### src/rtl/uart_crc_receiver.sv
// CRC-8 UART frame receiver: data byte + CRC byte (8N1, LSB first), CRC-8 check on the data byte.
// Optional macro RX_TIMEOUT_EN enables the inter-character gap timeout.
module uart_crc_receiver #(
   parameter int unsigned CLKS_PER_BIT = 434,
   parameter logic [7:0]  CRC_POLY     = 8'h07,
   parameter logic [7:0]  CRC_INIT     = 8'h00,
   parameter int unsigned TIMEOUT_BITS = 20
) (
   input  logic       clk,
   input  logic       reset,
   input  logic       rx_in,
   output logic [7:0] data_out,
   output logic [7:0] crc_out,
   output logic       data_valid,
   output logic       crc_error,
   output logic       frame_error,
   output logic       rx_busy
);

   localparam int unsigned     CNT_W     = $clog2(CLKS_PER_BIT);
   localparam logic [CNT_W-1:0] BIT_LAST  = CNT_W'(CLKS_PER_BIT - 1);
   localparam logic [CNT_W-1:0] HALF_LAST = CNT_W'(CLKS_PER_BIT / 2 - 1);

   typedef enum logic [2:0] {IDLE, START, DATA, STOP, GAP, CHECK, WAIT_HIGH} state_t;

   state_t           state, state_n;
   logic             rx_meta, rx_s;
   logic [CNT_W-1:0] cnt, cnt_n;
   logic [2:0]       bit_cnt, bit_cnt_n;
   logic [7:0]       shift, shift_n;
   logic [7:0]       data_byte, data_byte_n;
   logic             byte_idx, byte_idx_n;
   logic             accept, abort;
   logic [7:0]       crc_calc;

`ifdef RX_TIMEOUT_EN
   localparam int unsigned   TO_W    = $clog2(TIMEOUT_BITS * CLKS_PER_BIT);
   localparam logic [TO_W-1:0] TO_LAST = TO_W'(TIMEOUT_BITS * CLKS_PER_BIT - 1);
   logic [TO_W-1:0] tcnt, tcnt_n;
`endif

   function automatic logic [7:0] crc8(input logic [7:0] d);
      logic [7:0] c;
      c = CRC_INIT ^ d;
      for (int unsigned i = 0; i < 8; i++)
         c = c[7] ? ((c << 1) ^ CRC_POLY) : (c << 1);
      return c;
   endfunction

   assign crc_calc = crc8(data_byte);
   assign rx_busy  = (state == START) || (state == DATA) || (state == STOP) || (state == GAP);

   // Synchroniser resets to the idle-high level so reset release cannot look like a start bit.
   always_ff @(posedge clk or negedge reset) begin
      if (!reset) begin
         rx_meta <= 1'b1;
         rx_s    <= 1'b1;
      end else begin
         rx_meta <= rx_in;
         rx_s    <= rx_meta;
      end
   end

   always_ff @(posedge clk or negedge reset) begin
      if (!reset) begin
         state     <= IDLE;
         cnt       <= '0;
         bit_cnt   <= '0;
         shift     <= '0;
         data_byte <= '0;
         byte_idx  <= 1'b0;
`ifdef RX_TIMEOUT_EN
         tcnt      <= '0;
`endif
      end else begin
         state     <= state_n;
         cnt       <= cnt_n;
         bit_cnt   <= bit_cnt_n;
         shift     <= shift_n;
         data_byte <= data_byte_n;
         byte_idx  <= byte_idx_n;
`ifdef RX_TIMEOUT_EN
         tcnt      <= tcnt_n;
`endif
      end
   end

   always_comb begin
      state_n     = state;
      cnt_n       = cnt;
      bit_cnt_n   = bit_cnt;
      shift_n     = shift;
      data_byte_n = data_byte;
      byte_idx_n  = byte_idx;
      accept      = 1'b0;
      abort       = 1'b0;
`ifdef RX_TIMEOUT_EN
      tcnt_n      = tcnt;
`endif
      case (state)
         IDLE: begin
            if (!rx_s) begin
               byte_idx_n = 1'b0;
               cnt_n      = '0;
               state_n    = START;
            end
         end
         START: begin
            if (cnt == HALF_LAST) begin
               cnt_n     = '0;
               bit_cnt_n = '0;
               if (rx_s) state_n = byte_idx ? GAP : IDLE;
               else      state_n = DATA;
            end else begin
               cnt_n = cnt + 1'b1;
            end
         end
         DATA: begin
            if (cnt == BIT_LAST) begin
               cnt_n     = '0;
               shift_n   = {rx_s, shift[7:1]};
               bit_cnt_n = bit_cnt + 1'b1;
               if (bit_cnt == 3'd7) state_n = STOP;
            end else begin
               cnt_n = cnt + 1'b1;
            end
         end
         STOP: begin
            if (cnt == BIT_LAST) begin
               cnt_n = '0;
               if (!rx_s) begin
                  abort   = 1'b1;
                  state_n = WAIT_HIGH;
               end else if (!byte_idx) begin
                  data_byte_n = shift;
                  byte_idx_n  = 1'b1;
                  state_n     = GAP;
`ifdef RX_TIMEOUT_EN
                  tcnt_n      = '0;
`endif
               end else begin
                  // Results register on this edge so the strobe lands in the CHECK cycle.
                  accept  = 1'b1;
                  state_n = CHECK;
               end
            end else begin
               cnt_n = cnt + 1'b1;
            end
         end
         GAP: begin
            if (!rx_s) begin
               cnt_n   = '0;
               state_n = START;
            end
`ifdef RX_TIMEOUT_EN
            else if (tcnt == TO_LAST) begin
               abort   = 1'b1;
               state_n = IDLE;
            end else begin
               tcnt_n = tcnt + 1'b1;
            end
`endif
         end
         CHECK:     state_n = IDLE;
         WAIT_HIGH: if (rx_s) state_n = IDLE;
         default:   state_n = IDLE;
      endcase
   end

   always_ff @(posedge clk or negedge reset) begin
      if (!reset) begin
         data_out    <= '0;
         crc_out     <= '0;
         crc_error   <= 1'b0;
         data_valid  <= 1'b0;
         frame_error <= 1'b0;
      end else begin
         data_valid  <= accept;
         frame_error <= abort;
         if (accept) begin
            data_out  <= data_byte;
            crc_out   <= shift;
            crc_error <= (crc_calc != shift);
         end
      end
   end

endmodule

### config.mk
export PLATFORM = sky130hd
export DESIGN_NAME = uart_crc_receiver
export DESIGN_NICKNAME = d
export VERILOG_FILES = /design/src/rtl/uart_crc_receiver.sv
export SDC_FILE = /design/constraint.sdc
export NUM_CORES = 1
export LEC_CHECK = 0
export CORE_MARGIN = 10
export CORE_UTILIZATION = 25
export CTS_BUF_LIST = sky130_fd_sc_hd__clkbuf_8
export CTS_CLUSTER_SIZE = 20
export DETAILED_ROUTE_END_ITERATION = 8
export PLACE_DENSITY = 0.51
export SYNTH_ARGS = -nofsm -noshare
export SYNTH_HDL_FRONTEND = slang
export SYNTH_SLANG_ARGS = --single-unit
### constraint.sdc
create_clock -name clk -period 4.2 [get_ports clk]
set_clock_uncertainty 0.15 [all_clocks]
set_input_delay 0.84 -clock clk [delete_from_list [all_inputs] [get_ports clk]]
set_output_delay 0.84 -clock clk [all_outputs]
set_load 0.005 [all_outputs]
==> results.txt <==
The flow ran to the end, and the final reports show no timing, DRC or antenna violations. The count of final hold-check violations came out at 0. The relative slew slack is 39.98%. The total die area is 15350 sq um. The total of cells resized after clock tree synthesis came out at 0. The number of library cell types mapped by synthesis is 51. Buffers inserted during clock tree synthesis total 5.

The maximum fanout encountered on the critical timing path is 16. The post-route fraction of the period consumed by the critical path came out at 69.07%. TritonCTS built the clock tree. The share of post-route cells with drive strength above 1 came out at 19.53%.

The worst setup path startpoint is state[0]$_DFFE_PN0P_. Sorting the synthesized cells by area gives the leading types as dfrtp_1 (47%), mux2_2 (7.5%), nand2_1 (4.6%). The number of antenna-violating nets in the routed design came out at 0. The worst stage delay on the critical path came out at 0.56 ns. The layout overhead on the synthesized area came out at 14.46%. The number of nets in the synthesized netlist is 244. The detailed-route wire length is 5189 um. The core occupancy in the finished layout is 29.66%.

The diode insertion count for antenna repair is 0. Entering global routing, the biggest net connects 42 pins. The clock drives 53 sinks. The mean number of vias per cell is 4.505. The number of post-CTS setup repair buffers is 0. Summed over its instances, the top area cell type makes up 47.29% of the synthesized netlist area. The register area came out at 1329 sq um. The floorplan has 37 rows. The netlist area before placement came out at 2699 sq um. The master cell of the clock root buffer is clkbuf_8.

The setup TNS after final layout is 0 ns. For this design, the slowest cell found on the critical path is dfrtp_1. By startpoint and endpoint, the worst setup path is classified as reg2out.

The combined buffer and inverter count along the critical path came out at 1. Measured along the y axis, the die boundary spans 123.9 um. The global routing usage summed across all routing layers is 7.226%.

The length in cells of the worst reg-to-reg path is 6. The largest total area in the synthesized netlist belongs to dfrtp_1. The arrival time reported for the critical path endpoint came out at 1.91 ns. Routability-driven placement finished with a final weighted congestion of 0.7917. For this run the aggregate overflow at the end of global routing stands at 0. In this run the deepest clock path goes through 2 buffers. After clock tree synthesis, the clock-pin slew on the worst setup and hold paths is 0.10 ns. The depth of the CTS H-tree came out at 2. The count of input and output buffers came out at 22. The transition time of the tightest slew-check pin came out at 0.9002 ns.

By count the netlist is led by dfrtp_1 (51), nand2_1 (33), mux2_2 (18). The count of fill cells added during filler insertion is 1098. The routed length per instance came out at 13.24 um. The count of final max-slew check failures came out at 0. The maximum VDD drop is 0.1143 mV. After synthesis, the share of flip-flops with an asynchronous set or reset is 100.0%. The maximum achievable frequency is 344.7 MHz. The DRC violation count after routing came out at 0.

The placed instance area came out at 2998 sq um. The post-cts hold buffer count came out at 0. The most instantiated flip-flop cell in the synthesis netlist is dfrtp_1. The count of mapped cells out of synthesis is 236. By instance count, the cell type seen most on the critical path is nor2_1. The area of combinational cells with multiple inputs came out at 1265 sq um. Setup repair after global routing left no endpoint under its margin. Walking the worst path, the cells encountered are nor2_1 -> nor2b_1 -> nor2_1 -> clkdlybuf4s50_1. Counting flops with a built-in enable in the synthesized netlist gives 0.

The count of vias placed by the detailed router is 1766. The starting DRC count in detailed routing came out at 72. The area of all placed cells without fillers came out at 3089 sq um. The final critical path time including I/O delays and setup came out at 2.901 ns.

The startpoint type of the worst setup path is a register. The number of iterations in the first detailed-routing pass came out at 4. The instance count on the critical path is 4. The count of nets after finishing is 263.

Max-cap violations in this run came to 0. The sequential cell area fraction in the yosys report came out at 49.24%. The first global-routing pass estimated 8990 um of wire.

The worst hold path belongs to the class reg2reg. The die width is 123.9 um. The total core area came out at 10420 sq um.

The hold path depth came out at 0. The origin of the critical flop-to-flop path is cnt[1]$_DFFE_PN0P_. The total leakage power came out at 1.428 nW. Yosys printed 0 warnings. In this run the count of I/O pins placed on the die edge is 23. The HPWL after detailed placement came out at 3678 um. The worst hold path begins at rx_meta$_DFF_PN1_.

The initial antenna violation count is 0. The clock latency at the later pin of the worst-skew pair came out at 0.30 ns. The number of global-route vias before repair is 1793. The starting density of the core is 25.91%.

Yosys instantiated no cell more often than dfrtp_1. The kind of end point of the critical path is an output pin. The power density normalized to cell area is 265.5 nW/um^2. The largest delay contributor family on the critical path is flip-flops. The count of state elements after synthesis came out at 53. Setup violations remaining at the end of the flow were counted as 0. The mean instance size in the synthesized netlist came out at 11.44 sq um. The required arrival time at the worst endpoint is 3.21 ns.
[metal layers]
layer,up-vias,track usage (%),wire [um]
met5,-,0,0
met4,0,1.727,40
met3,4,1.810,228
met2,19,11.92,2407
met1,868,9.304,2513
li1,875,-,-
[sequential cells by signal, summed over array words and instances (netlist names)]
signal / count
state: 3
rx_meta: 1
data_byte: 8
crc_out: 8
frame_error: 1
data_valid: 1
shift: 8
crc_error: 1
byte_idx: 1
cnt: 9
bit_cnt: 3
data_out: 8
rx_s: 1
[cell usage in the layout (no fill, tap or decap), drive strengths merged, types with 2 or more instances in the layout]
master / instances
or4: 2
nor3: 3
nand3: 8
ha: 5
clkinv: 3
a22o: 6
dfrtp: 51
or2b: 2
nand2: 34
and3: 7
or3: 2
buf: 2
nor2: 10
clkbuf: 5
clkdlybuf4s50: 21
nor2b: 7
xor2: 5
a21oi: 6
inv: 3
dfstp: 2
a211o: 2
o21ai: 10
and4: 2
mux2: 26
xnor2: 10
nor4: 3
nand4b: 2
nand2b: 2
a31oi: 2
[worst paths after layout]
check                                          end  slack [ns]
hold / removal                      rx_s$_DFF_PN1_        0.21
hold reg to reg                     rx_s$_DFF_PN1_        0.21
max in group asynchronous       cnt[6]$_DFFE_PN0P_        2.68
setup / recovery                           rx_busy        1.30
min in group asynchronous   crc_out[2]$_DFFE_PN0P_        0.50
setup reg to reg           data_out[5]$_DFFE_PN0P_        1.84
[through the flow]
stage	cells	hold slack, ns	total power, mW	worst slack (ns)
6_report	392	0.2132	0.8203	1.299
5_1_grt	392	0.2164	0.8595	1.074
3_5_place_dp	384	0.1990	0.5380	1.644
2_1_floorplan	236	0.1952	0.5259	2.047
4_1_cts	392	0.2147	0.8391	1.267
3_3_place_gp	384	0.1965	0.5380	1.665
[area by class of cell]
cell class | count | area share, %
Timing Repair Buffer | 23 | 7.209
Sequential cell | 53 | 43.01
Multi-Input combinational cell | 169 | 40.95
Clock inverter | 3 | 0.7290
Tap cell | 136 | 5.508
Clock buffer | 5 | 2.228
Inverter | 3 | 0.3645
[cells by family (layout without fill, tap and decap cells)]
logic type	Yosys count	after routing	synth area share [%]
AOI/OAI and AO/OA	34	34	8.531
xor gates and xnor gates	15	15	4.868
adders and majority gates	5	5	2.318
buffers and inverters	14	34	3.894
DFF	53	53	49.23
muxes	26	26	11.96
and+or+nand+nor	89	89	19.19
[worst reg2reg max path, stage by stage, from the launching register on]
cell and delay [ns]:
dfrtp_1 0.40, inv_1 0.10, ha_1 0.21, nand4bb_4 0.16, nor4_4 0.37, and4_4 0.48
mux2_2 0.38
[power by group]
part	internal (mW)	total (mW)	switching, mW
Combinational	0.00256	0.0127	0.0102
Sequential	0.512	0.514	0.00227
Clock	0.119	0.294	0.175
No activity file was read; power rests on OpenSTA's default activity.
